### src/rtl/uart8_rx_ctrl_pkg.sv
// ---------------------------------------------------------------------------
// uart8_rx_ctrl_pkg
//   Shared definitions for the 8-bit UART receive controller:
//     - state_t       : controller state encodings (2-bit)
//                       DISABLED / ARMING / ACTIVE / LOCKOUT
//     - ERR_COUNT_MAX : saturation value of the error counter
//     - sat_inc8      : saturating 8-bit increment helper
// ---------------------------------------------------------------------------
package uart8_rx_ctrl_pkg;

    typedef enum logic [1:0] {
        ST_DISABLED = 2'd0,
        ST_ARMING   = 2'd1,
        ST_ACTIVE   = 2'd2,
        ST_LOCKOUT  = 2'd3
    } state_t;

    localparam logic [7:0] ERR_COUNT_MAX = 8'd255;

    function automatic logic [7:0] sat_inc8(input logic [7:0] v);
        return (v == ERR_COUNT_MAX) ? v : v + 8'd1;
    endfunction

endpackage

### src/rtl/uart8_rx_ctrl_fifo.sv
// ---------------------------------------------------------------------------
// uart_rx_fifo
//   Small byte FIFO used by the UART receive controller.
//   Ports:
//     clk, rst_n  : clock, asynchronous active-low reset
//     push, wdata : write request and byte; accepted when not full, or when
//                   full and a pop is accepted in the same tick
//     pop         : read request; ignored when empty
//     rdata       : head entry, 0 when empty
//     full, empty : occupancy flags
//     level       : current occupancy (0..DEPTH)
//   DEPTH must be a power of two so the pointers wrap naturally.
// ---------------------------------------------------------------------------
module uart_rx_fifo #(
    parameter int DEPTH = 4
) (
    input  logic                     clk,
    input  logic                     rst_n,
    input  logic                     push,
    input  logic                     pop,
    input  logic [7:0]               wdata,
    output logic [7:0]               rdata,
    output logic                     full,
    output logic                     empty,
    output logic [$clog2(DEPTH):0]   level
);

    localparam int AW = $clog2(DEPTH);

    logic [7:0]    mem [DEPTH];
    logic [AW-1:0] wr_ptr;
    logic [AW-1:0] rd_ptr;
    logic [AW:0]   count;
    logic          do_push;
    logic          do_pop;

    assign empty   = (count == '0);
    assign full    = (count == (AW+1)'(DEPTH));
    assign do_pop  = pop && !empty;
    // A full FIFO can still take a byte when the head leaves in the same tick.
    assign do_push = push && (!full || do_pop);

    assign rdata = empty ? 8'h00 : mem[rd_ptr];
    assign level = count;

    always_ff @(posedge clk) begin
        if (do_push) begin
            mem[wr_ptr] <= wdata;
        end
    end

    always_ff @(posedge clk or negedge rst_n) begin
        if (!rst_n) begin
            wr_ptr <= '0;
            rd_ptr <= '0;
            count  <= '0;
        end else begin
            if (do_push) begin
                wr_ptr <= wr_ptr + AW'(1);
            end
            if (do_pop) begin
                rd_ptr <= rd_ptr + AW'(1);
            end
            case ({do_push, do_pop})
                2'b10:   count <= count + (AW+1)'(1);
                2'b01:   count <= count - (AW+1)'(1);
                default: count <= count;
            endcase
        end
    end

endmodule

### src/rtl/uart8_rx_ctrl.sv
// ---------------------------------------------------------------------------
// uart8_rx_ctrl
//   Controller/sequencer for the 8-bit UART receiver. Arms the receiver after
//   enable, captures completed bytes into a FIFO with a valid/ready output,
//   counts receiver errors and locks the receiver out after MAX_ERRS
//   consecutive errors.
//
//   Handshake: a byte leaves the FIFO on every clk edge where
//   m_valid && m_ready; m_valid only depends on FIFO occupancy, never on
//   m_ready, and m_data is stable while m_valid is high and no pop happens.
//
//   Ports:
//     clk, rst_n        : 16x oversample clock, async active-low reset
//     enable            : controller enable, low forces DISABLED
//     clear_stat        : one-tick pulse clearing overrun/err_count/locked_out
//     rx_busy           : receiver busy (informational, not used)
//     rx_done, rx_data  : receiver byte-complete level and parallel data
//     rx_err            : receiver error level
//     rx_en             : receiver enable (registered)
//     m_data, m_valid,
//     m_ready           : FIFO head output stream
//     fifo_level        : FIFO occupancy
//     overrun           : sticky, byte dropped on a full FIFO
//     err_count         : saturating count of rx_err rising edges
//     locked_out        : sticky, LOCKOUT entered at least once
//     rx_timeout        : idle timeout flag
//     dbg_state         : current controller state (debug)
//
//   Optional feature: define UART_RX_CTRL_TIMEOUT_EN to enable the idle
//   timeout; otherwise rx_timeout is tied to 0.
// ---------------------------------------------------------------------------
module uart8_rx_ctrl
    import uart8_rx_ctrl_pkg::*;
#(
    parameter int FIFO_DEPTH    = 4,
    parameter int ARM_TICKS     = 32,
    parameter int MAX_ERRS      = 3,
    parameter int LOCKOUT_TICKS = 512,
    parameter int TIMEOUT_TICKS = 160
) (
    input  logic                          clk,
    input  logic                          rst_n,
    input  logic                          enable,
    input  logic                          clear_stat,
    input  logic                          rx_busy,
    input  logic                          rx_done,
    input  logic                          rx_err,
    input  logic [7:0]                    rx_data,
    output logic                          rx_en,
    output logic [7:0]                    m_data,
    output logic                          m_valid,
    input  logic                          m_ready,
    output logic [$clog2(FIFO_DEPTH):0]   fifo_level,
    output logic                          overrun,
    output logic [7:0]                    err_count,
    output logic                          locked_out,
    output logic                          rx_timeout,
    output logic [1:0]                    dbg_state
);

    // One counter width fits every tick interval the controller times.
    localparam int MAX_AL   = (ARM_TICKS > LOCKOUT_TICKS) ? ARM_TICKS : LOCKOUT_TICKS;
    localparam int MAX_TICK = (MAX_AL > TIMEOUT_TICKS) ? MAX_AL : TIMEOUT_TICKS;
    localparam int CNT_W    = $clog2(MAX_TICK + 1);

    state_t           state;
    logic [CNT_W-1:0] tick_cnt;
    logic [3:0]       consec_errs;
    logic [3:0]       consec_next;
    logic             done_prev;
    logic             err_prev;

    logic             done_rise;
    logic             err_rise;
    logic             capture;
    logic             err_evt;
    logic             pop;
    logic             push_acc;
    logic             drop;
    logic             lock_trig;
    logic             fifo_full;
    logic             fifo_empty;

    // The controller works purely from done/err edges; busy is not needed.
    logic             unused_rx_busy;
    assign unused_rx_busy = rx_busy;

    assign done_rise = rx_done && !done_prev;
    assign err_rise  = rx_err && !err_prev;
    assign capture   = done_rise && (state == ST_ACTIVE);
    assign err_evt   = err_rise && (state != ST_DISABLED);
    assign pop       = m_valid && m_ready;
    assign push_acc  = capture && (!fifo_full || pop);
    assign drop      = capture && fifo_full && !pop;
    assign lock_trig = enable && (state == ST_ACTIVE) && (consec_next >= 4'(MAX_ERRS));
    assign dbg_state = state;
    assign m_valid   = !fifo_empty;

    // An error edge wins over a good byte in the same tick.
    always_comb begin
        consec_next = consec_errs;
        if (err_evt) begin
            consec_next = (consec_errs == 4'hF) ? 4'hF : consec_errs + 4'd1;
        end else if (capture) begin
            consec_next = 4'd0;
        end
    end

    uart_rx_fifo #(
        .DEPTH (FIFO_DEPTH)
    ) u_fifo (
        .clk   (clk),
        .rst_n (rst_n),
        .push  (capture),
        .pop   (pop),
        .wdata (rx_data),
        .rdata (m_data),
        .full  (fifo_full),
        .empty (fifo_empty),
        .level (fifo_level)
    );

    always_ff @(posedge clk or negedge rst_n) begin
        if (!rst_n) begin
            done_prev <= 1'b0;
            err_prev  <= 1'b0;
        end else begin
            done_prev <= rx_done;
            err_prev  <= rx_err;
        end
    end

    // Controller FSM. Later assignments to consec_errs override the
    // per-tick update so entry to ARMING always starts from zero.
    always_ff @(posedge clk or negedge rst_n) begin
        if (!rst_n) begin
            state       <= ST_DISABLED;
            tick_cnt    <= '0;
            rx_en       <= 1'b0;
            consec_errs <= 4'd0;
        end else begin
            consec_errs <= consec_next;
            if (!enable) begin
                state    <= ST_DISABLED;
                rx_en    <= 1'b0;
                tick_cnt <= '0;
            end else begin
                case (state)
                    ST_DISABLED: begin
                        state       <= ST_ARMING;
                        rx_en       <= 1'b0;
                        tick_cnt    <= '0;
                        consec_errs <= 4'd0;
                    end
                    ST_ARMING: begin
                        if (tick_cnt == CNT_W'(ARM_TICKS - 1)) begin
                            state    <= ST_ACTIVE;
                            rx_en    <= 1'b1;
                            tick_cnt <= '0;
                        end else begin
                            tick_cnt <= tick_cnt + CNT_W'(1);
                        end
                    end
                    ST_ACTIVE: begin
                        if (lock_trig) begin
                            state    <= ST_LOCKOUT;
                            rx_en    <= 1'b0;
                            tick_cnt <= '0;
                        end
                    end
                    ST_LOCKOUT: begin
                        if (tick_cnt == CNT_W'(LOCKOUT_TICKS - 1)) begin
                            state       <= ST_ARMING;
                            tick_cnt    <= '0;
                            consec_errs <= 4'd0;
                        end else begin
                            tick_cnt <= tick_cnt + CNT_W'(1);
                        end
                    end
                    default: begin
                        state    <= ST_DISABLED;
                        rx_en    <= 1'b0;
                        tick_cnt <= '0;
                    end
                endcase
            end
        end
    end

    // Status flags: a set in the same tick as clear_stat wins.
    always_ff @(posedge clk or negedge rst_n) begin
        if (!rst_n) begin
            overrun    <= 1'b0;
            err_count  <= 8'd0;
            locked_out <= 1'b0;
        end else begin
            if (clear_stat) begin
                overrun    <= drop;
                locked_out <= lock_trig;
                err_count  <= err_evt ? 8'd1 : 8'd0;
            end else begin
                if (drop) begin
                    overrun <= 1'b1;
                end
                if (lock_trig) begin
                    locked_out <= 1'b1;
                end
                if (err_evt) begin
                    err_count <= sat_inc8(err_count);
                end
            end
        end
    end

`ifdef UART_RX_CTRL_TIMEOUT_EN
    logic [CNT_W-1:0] idle_cnt;

    // idle_cnt saturates at TIMEOUT_TICKS; the flag sets on the tick the
    // count completes and stays until the next push or pop.
    always_ff @(posedge clk or negedge rst_n) begin
        if (!rst_n) begin
            idle_cnt   <= '0;
            rx_timeout <= 1'b0;
        end else begin
            if (push_acc || fifo_empty) begin
                idle_cnt <= '0;
            end else if (idle_cnt != CNT_W'(TIMEOUT_TICKS)) begin
                idle_cnt <= idle_cnt + CNT_W'(1);
            end
            if (push_acc || pop) begin
                rx_timeout <= 1'b0;
            end else if (!fifo_empty && (idle_cnt == CNT_W'(TIMEOUT_TICKS - 1))) begin
                rx_timeout <= 1'b1;
            end
        end
    end
`else
    logic unused_push_acc;
    assign unused_push_acc = push_acc;
    assign rx_timeout      = 1'b0;
`endif

endmodule

### config.mk
export PLATFORM = sky130hd
export DESIGN_NAME = uart8_rx_ctrl
export DESIGN_NICKNAME = d
export VERILOG_FILES = /design/src/rtl/uart8_rx_ctrl_pkg.sv /design/src/rtl/uart8_rx_ctrl_fifo.sv /design/src/rtl/uart8_rx_ctrl.sv
export SDC_FILE = /design/constraint.sdc
export NUM_CORES = 1
export LEC_CHECK = 0
export CORE_MARGIN = 8
export CORE_UTILIZATION = 43
export CTS_CLUSTER_SIZE = 14
export DETAILED_ROUTE_END_ITERATION = 12
export GPL_TIMING_DRIVEN = 1
export PLACE_DENSITY_LB_ADDON = 0.15
export SLEW_MARGIN = 10
export SYNTH_ARGS = -nofsm -noshare
export SYNTH_HDL_FRONTEND = slang
export SYNTH_SLANG_ARGS = --single-unit
### constraint.sdc
create_clock -name clk -period 3.3 [get_ports clk]
set_input_delay 0.66 -clock clk [delete_from_list [all_inputs] [get_ports clk]]
set_output_delay 0.66 -clock clk [all_outputs]
set_load 0.005 [all_outputs]
=== Word level (Yosys, flattened, before mapping) ===
Memories as Yosys holds them, arrays and structs flattened.
Cells that the tools add are included.

* Register bits: 36
* Latch bits: 0
* RAM bits: 32
* Bits in read-only memories: 0
* Output and inout bits: 26
* Memories kept: 1

{| class="wikitable"
|+ Memories
! name !! words !! bits a word !! read ports !! clocked after memory_dff !! write ports !! line !! text
|-
| u_fifo.mem || 4 || 8 || 1 || 0 || 1 || uart8_rx_ctrl_fifo.sv:30 || <nowiki>logic [7:0] mem [DEPTH];</nowiki>
|}

* $add $sub $neg: 7
* Multiply operators: 0
* Div/mod/pow operators: 0
* Order comparisons: 1
* Eq/ne operators: 15
* Shift-type cells: 0
* Muxes and demuxes: 32
* Bitwise logic cells: 0
* Reduce and logical (&&, ||, !) cells: 27

{| class="wikitable"
|+ Operator list
! operator !! count
|-
| $mux 10 || 4
|-
| $pmux 10 s4 || 1
|-
| $mux 8 || 4
|-
| $mux 4 || 5
|-
| $logic_and 1x1->1 || 11
|-
| $add 10x1->10 const B || 1
|-
| $eq 10x5->1 const B || 1
|-
| $eq 10x9->1 const B || 1
|-
| $mux 1 || 10
|-
| $reduce_bool 2->1 || 5
|-
| $ne 3x3->1 const B || 3
|-
| $add 8x1->8 const B || 1
|-
| $eq 8x8->1 const B || 1
|-
| $mux 2 || 4
|-
| $pmux 2 s4 || 1
|-
| $pmux 4 s2 || 1
|-
| $eq 2x2->1 const B || 3
|-
| $pmux 3 s2 || 1
|-
| $reduce_and 3->1 || 2
|-
| $logic_not 1->1 || 5
|-
| $add 2x1->2 const B || 2
|-
| $add 4x1->4 const B || 1
|-
| $eq 2x1->1 const B || 2
|-
| $eq 4x4->1 const B || 1
|-
| other kinds (11) || 11
|}

=== Logic depth before layout (Yosys ltp) ===
Gate-level depths: netlist of the first run.

* Depth in word-level cells: 10
* Mapped depth: 12

=== Cells and area by module ===
Synthesis of the first run repeated with hierarchy kept, for this count alone.

* Cells, all modules: 277
* Area, all modules: 3362.0 um^2

{| class="wikitable"
|+ Modules (own cells, without submodules)
! module !! times used !! cells each !! area an instance (um^2) !! seq. area each (um^2)
|-
| uart8_rx_ctrl || 1 || 187 || 1716.6 || 725.7
|-
| uart_rx_fifo || 1 || 90 || 1645.3 || 1136.1
|}

=== Least setup slack after synthesis of the first run ===
Ideal clock, no wire load.

* Path kind: in2reg
* From: input m_ready
* To: register u_fifo.count[2] (netlist: u_fifo.level[2])
* Library setup time: 0.079 ns
* Arrival time: 2.587 ns
* Required time: 3.221 ns
* Setup slack: 0.633 ns
* Stages: 10
* Path buffers: 1
* Path through: or4b_2 -> nor2b_1 -> clkbuf_1 -> inv_1 -> ha_1 -> inv_1 -> fa_1 -> xor2_1 -> nor2_1 -> xor2_1

* Word-level cells in the longest chain between the ends: 6
* Elaborated cells between the ends (all ways): 8
* Classes of those cells: eq/ne: 2; mux: 1; reduce/logical: 5

{| class="wikitable"
|+ Ends and longest elaborated chain
! item !! line !! text
|-
| start: declaration || uart8_rx_ctrl.sv:52 || <nowiki>input logic m_ready,</nowiki>
|-
| $logic_and 1x1->1 (*) || uart8_rx_ctrl.sv:92 || <nowiki>assign pop = m_valid && m_ready;</nowiki>
|-
| $logic_and 1x1->1 (*) || uart8_rx_ctrl_fifo.sv:39 || <nowiki>assign do_pop = pop && !empty;</nowiki>
|-
| $logic_or 1x1->1 || uart8_rx_ctrl_fifo.sv:41 || <nowiki>assign do_push = push && (!full || do_pop);</nowiki>
|-
| $logic_and 1x1->1 || uart8_rx_ctrl_fifo.sv:41 ||
|-
| $eq 2x1->1 or $eq 2x2->1 (tied branches) || uart8_rx_ctrl_fifo.sv:64 || <nowiki>case ({do_push, do_pop})</nowiki>
|-
| $pmux 3 s2 or $reduce_bool 2->1 (tied branches) || -- ||
|-
| end signal: assignment || uart8_rx_ctrl_fifo.sv:65 || <nowiki>2'b10: count <= count + (AW+1)'(1);</nowiki>
|-
| end signal: assignment || uart8_rx_ctrl_fifo.sv:66 || <nowiki>2'b01: count <= count - (AW+1)'(1);</nowiki>
|-
| end signal: assignment || uart8_rx_ctrl_fifo.sv:67 || <nowiki>default: count <= count;</nowiki>
|-
| end: declaration || uart8_rx_ctrl_fifo.sv:33 || <nowiki>logic [AW:0] count;</nowiki>
|}

Mark *: on every way between the ends. The rest lies on a longest branch, timed or not.
A chain may end at the register's enable or synchronous reset.

=== Final worst setup path of the first run ===
* From: register u_fifo.rd_ptr[0]
* To: output m_data[2]

* Word-level cells in the longest chain between the ends: 2

{| class="wikitable"
|+ Ends and longest elaborated chain
! item !! line !! text
|-
| start: declaration || uart8_rx_ctrl_fifo.sv:32 || <nowiki>logic [AW-1:0] rd_ptr;</nowiki>
|-
| start signal: assignment || uart8_rx_ctrl_fifo.sv:62 || <nowiki>rd_ptr <= rd_ptr + AW'(1);</nowiki>
|-
| $mem_v2 4x8 || -- ||
|-
| $mux 8 || uart8_rx_ctrl_fifo.sv:43 || <nowiki>assign rdata = empty ? 8'h00 : mem[rd_ptr];</nowiki>
|-
| end: declaration || uart8_rx_ctrl.sv:50 || <nowiki>output logic [7:0] m_data,</nowiki>
|}

No other way between the ends.

==> impl_metrics.yaml, run 1 <==
worst_setup_path:
  crit_type: "reg -> out"
  cp.arrival_ns: 2.24
  crit_path_start: "u_fifo.rd_ptr[0]"
  critPathLaunchType: "register"
  worstPathMaxFanout: 10
  r2r_start: "u_fifo.level[1]"
  cp-end-kind: "output pin"
  r2r_slack_ns: 0.78
  required_ns: 2.64
timing:
  period_needed_ns: 2.90
  rsz0062_at_grt: "no"
  finalHoldViolCount: 0
  tightest_slew_ns: 0.845
  period_share_pct: 87.8
  setup_violations: 0
  fmax_mhz: 345
  relSlewSlack_pct: 43.7
  fin_tns_setup_ns: 0
  setup_ws_ns: 0.403
  fin_skew_ns: 0.0126
  final_max_slew_viol_count: 0
die:
  dieArea_um2: 10900
  core_area_um2: 7650
  die_y_um: 105
  row_count: 32
  initial_core_util_pct: 44.1
  ios: 42
  die_w_um: 105
global_route:
  antenna_found_initial: 0
  grt_pass1_wl_um: 11300
  grt_pass1_vias: 2290
  grt_util_all_layers_pct: 12.8
  grt-ovfl-total: 0
  grt_start_max_net_pins: 37
yosys:
  syn_inst: 273
  ys_seq_area_share_pct: 55.2
  synth_nets: 302
  synthDistinctLibCells: 56
  ys_seq_elements: 68
  ys_async_sr_fraction_pct: 52.9
  synth_common_cells: "dfrtp_1, edfxtp_1, nor2_1"
  yosys_warnings: 0
  synth_area_per_cell_um2: 12.3
  yosys.area.top_type: "edfxtp_1"
  synth_edf_count: 32
  ys.flop_type: "dfrtp_1"
  yosys.area.top_type_share_pct: 28.5
  synth_most_common_cell: "dfrtp_1"
  synthesis.area_um2: 3370
  synth_area_leaders: "edfxtp_1, dfrtp_1, mux4_2"
clock_network:
  cts_sinks: 68
  cts_htree_levels: 3
  tritoncts: "built"
  clkTransAtPathRegs_ns: 0.08
  clockBufferDepth: 2
  cts_made_buffers: 9
  clk_latency_ns: 0.34
  cts-root-buf: "clkbuf_8"
  cts_resized: 0
  post_cts_buffers: 0
  cts-hold-fix-buffers: 0
detailed_routing:
  first_pass_iters: 4
  route.detailed.drc: 0
  drtIter0Drc: 74
  vias: 2230
  detail-route-antenna-nets: 0
  routed_wl_um: 6750
  detail_route.wl_per_cell_um: 16.0
  viasPerCell: 5.28
place:
  dp_hpwl_um: 4600
  place_area_um2: 3850
  routabilityCongestion: 0.786
  io_buffers: 39
  post-place-ws_ns: 0.157
layout:
  drive_gt1_share_pct: 11.9
  syn2layout_area_growth_pct: 20.2
  design_area_um2: 4050
  register_area_um2: 1860
  fillers: 661
  diodes: 0
  nets: 344
  multi_input_area_um2: 1410
run_status:
  outcome: "finished clean"
pwr:
  p_leak_uw: 0.00155
  p_per_area_nw_per_um2: 662
  ir_worst_vdd_uv: 271
worst_hold_path:
  holdCritPathClass: "in -> async"
run:
  timing.max_cap.violations: 0
-- kinds of logic after synthesis --
logic type | share of synthesized area [%]
xor+xnor | 2.86
flops | 55.2
fa+ha+maj | 5.05
simple gates | 16.0
mux | 6.24
other cells | 0.111
compound gates | 11.4
buf+inv | 3.08
-- report_power, final --
part | leakage, µW | internal, µW | total, µW | switching, µW
combinational | 0.000691 | 493 | 867 | 374
clock | 0.0000918 | 371 | 695 | 324
sequential | 0.000764 | 984 | 1120 | 135
total | 0.00155 | 1850 | 2680 | 833
-- layout make-up --
| class | instances | area share, % |
|---|---|---|
| well taps | 102 | 3.15 |
| inverters | 12 | 1.11 |
| multi-input cells | 182 | 34.7 |
| clock inverters | 5 | 1.51 |
| clock buffers | 11 | 3.49 |
| flip-flops and latches | 68 | 46.0 |
| repair buffers | 42 | 10.1 |
-- per-layer routing --
metal  part of all wire [%]  GRT usage, %  wire length, µm  up-vias
li1                       -             -                -     1099
met1                     48          16.0             3270     1092
met2                     47          20.4             3150       37
met3                    4.3          4.24              293        2
met4                   0.53          4.65               36        0
met5                      0             0                0        -
-- state kept, by name, summed over array words and instances, names as in the netlist, 2 cells and up --
signal,count
u_fifo.mem,32
tick_cnt,10
err_count,8
consec_errs,4
u_fifo.level,3
dbg_state,2
u_fifo.rd_ptr,2
u_fifo.wr_ptr,2
-- placed cells by master, fill, tap and decap left out, types with 3 or more instances in the layout --
| cell type | instances |
|---|---|
| clkdlybuf4s50_1 | 38 |
| dfrtp_1 | 36 |
| edfxtp_1 | 32 |
| nor2_1 | 21 |
| and2_1 | 15 |
| nand2_1 | 13 |
| nand3_1 | 13 |
| inv_1 | 12 |
| ha_1 | 12 |
| clkbuf_8 | 10 |
| mux4_2 | 8 |
| o21ai_0 | 8 |
| a21oi_1 | 7 |
| xor2_1 | 6 |
| o31ai_1 | 5 |
| xnor2_1 | 5 |
| and3_1 | 5 |
| a32oi_1 | 5 |
| nand4_1 | 4 |
| nand2b_1 | 4 |
| or3_1 | 3 |
| nor4_1 | 3 |
| mux2i_1 | 3 |
| a211o_1 | 3 |
| o21ai_1 | 3 |
| clkinvlp_4 | 3 |
| buf_4 | 3 |
-- worst max-delay path: stages (launching register included) --
cell and delay [ns]:
dfrtp_1 0.71, mux4_2 0.58, and2_1 0.17, clkdlybuf4s50_1 0.44
-- stage by stage --
step	total power [µW]	instances	hold slack (ns)	utilization (%)
CTS	2720	422	0.441	53.0
finish	2680	422	0.421	53.0
global route	2860	422	0.487	53.0
detailed placement	2020	406	0.507	50.3
global placement	2000	406	0.507	50.3
floorplan	1650	273	0.364	-
-- final timing paths --
check / endpoint / cells past startpoint
hold / removal: err_count[5] / 1
setup reg to reg: u_fifo.level[2] / 9
max in group asynchronous: tick_cnt[8] / 1
setup / recovery: m_data[2] / 3
hold reg to reg: u_fifo.level[2] / 1
min in group clk: u_fifo.level[2] / 1
Power figures use the tool's default switching activity.
==> run 2, diff against run 1 <==
--- a/config.mk
+++ b/config.mk
@@ -6,7 +6,7 @@
 export NUM_CORES = 1
 export LEC_CHECK = 0
 export CORE_MARGIN = 8
-export CORE_UTILIZATION = 43
+export CORE_UTILIZATION = 39
 export CTS_CLUSTER_SIZE = 14
 export DETAILED_ROUTE_END_ITERATION = 12
 export GPL_TIMING_DRIVEN = 1
==> run 2 against run 1 <==
Against the previous run:
- critical path type unchanged
- cell count up 1.4%
- sequential power about the same
- first-iteration DRC count up 11%
- largest power group unchanged
- via count up 0.85%
- largest cell class unchanged
==> impl_metrics.yaml, run 2 (synthesis results as in run 1) <==
global_route:
  grt_start_max_net_pins: 37
  grt_pass1_wl_um: 11200
  antenna_found_initial: 0
  grt_pass1_vias: 2267
  grt_util_all_layers_pct: 12.0
  grt-ovfl-total: 0
timing:
  tightest_slew_ns: 0.821
  finalHoldViolCount: 0
  whs_ns: 0.408
  fin_skew_ns: 0.00886
  rsz0062_at_grt: "no"
  setup_violations: 0
  period_needed_ns: 2.90
  fin_tns_setup_ns: 0
  relSlewSlack_pct: 45.2
  period_share_pct: 88.0
  fmax_mhz: 344
  final_max_slew_viol_count: 0
layout:
  multi_input_area_um2: 1410
  fillers: 805
  final_cell_mix: "clkdlybuf4s50_1, dfrtp_1, edfxtp_1, nor2_1, and2_1"
  drive_gt1_share_pct: 11.9
  syn2layout_area_growth_pct: 19.1
  largestRegisters: "u_fifo.mem: 32 flops, tick_cnt: 10 flops, err_count: 8 flops"
  final_common_cell: "clkdlybuf4s50_1"
  largest_register: "u_fifo.mem"
  nets: 344
  register_area_um2: 1860
  diodes: 0
  largest_register_ffs: 32
  fin_util_pct: 47.0
worst_setup_path:
  critPathLaunchType: "register"
  crit_type: "reg -> out"
  required_ns: 2.64
  cp-end-kind: "output pin"
  cp.arrival_ns: 2.24
  timing.rr.end: "u_fifo.level[2]"
  reg2reg_depth: 9
  r2r_slack_ns: 0.79
  r2r_start: "u_fifo.level[1]"
  worstPathMaxFanout: 10
clock_network:
  clkTransAtPathRegs_ns: 0.07
  cts_sinks: 68
  cts_htree_levels: 3
  cts-hold-fix-buffers: 0
  cts-root-buf: "clkbuf_8"
  cts_made_buffers: 9
  cts_resized: 0
  post_cts_buffers: 0
  clockBufferDepth: 2
  tritoncts: "built"
  clk_latency_ns: 0.34
place:
  routabilityCongestion: 0.796
  io_buffers: 39
  dp_hpwl_um: 4640
worst_hold_path:
  holdCritPathClass: "in -> async"
pwr:
  p_leak_uw: 0.00154
  p_per_area_nw_per_um2: 638
  ir_worst_vdd_uv: 344
detailed_routing:
  viasPerCell: 5.25
  vias: 2249
  route.met3.wl_um: 323
  detail_route.wl_per_cell_um: 15.6
  first_pass_iters: 4
  highest_layer: "met4"
  detail-route-antenna-nets: 0
  route.detailed.drc: 0
  routed_wl_um: 6660
  drt-met1-wl_um: 3170
  drtIter0Drc: 82
  route.met2.wl_um: 3070
run_status:
  outcome: "finished clean"
die:
  core_area_um2: 8550
  ios: 42
  initial_core_util_pct: 39.4
  die_w_um: 109
  row_count: 34
  die_y_um: 109
  dieArea_um2: 11900
run:
  timing.max_cap.violations: 0
-- run 2: cell count changes in the layout (fill, tap and decap cells not counted), sizes merged --
cell      previous run  this run
bufinv               1         0
clkbuf              11        10
clkinv               1         5
clkinvlp             3         1
-- run 2: metal layers --
layer  global-route usage, %  up-vias
met3                    2.72        9
met1                    15.5     1094
li1                        -     1104
met2                    18.7       42
met5                       0        -
met4                    5.87        0
-- run 2: area by class of cell --
type	instances	area share (%)
Multi-Input combinational cell	182	35.0
Timing Repair Buffer	42	10.2
Inverter	12	1.12
Sequential cell	68	46.4
Tap cell	108	3.37
Clock buffer	10	3.18
Clock inverter	6	0.810
-- run 2: worst max-delay path by stage --
stage / startpoint / end / slack [ns] / cells after the start
finish: u_fifo.rd_ptr[0] / m_data[4] / 0.40 / 3
global route: u_fifo.rd_ptr[0] / m_data[2] / 0.27 / 3
CTS: u_fifo.rd_ptr[0] / m_data[4] / 0.33 / 3
detailed placement: m_ready / u_fifo.level[2] / 0.15 / 10
global placement: m_ready / u_fifo.level[2] / 0.20 / 10
floorplan: m_ready / u_fifo.level[2] / 0.63 / 10
-- run 2: report_power, final --
part,internal (µW),total [µW],switching (µW)
Combinational,492,862,370
Sequential,984,1120,135
Clock,266,579,313
Total,1740,2560,818
-- run 2: through the flow --
stage | instances | power [µW] | instance area, µm² | worst slack, ns
2_1_floorplan | 273 | 1650 | 3370 | 0.633
3_3_place_gp | 412 | 2000 | 3850 | 0.197
6_report | 428 | 2560 | 4020 | 0.397
3_5_place_dp | 412 | 2010 | 3850 | 0.149
4_1_cts | 428 | 2600 | 4020 | 0.330
5_1_grt | 428 | 2730 | 4020 | 0.267
-- run 2: critical path, cell delays in order (launching register included) --
cell             delay [ns]
dfrtp_1                0.72
mux4_2                 0.58
and2_1                 0.17
clkdlybuf4s50_1        0.44
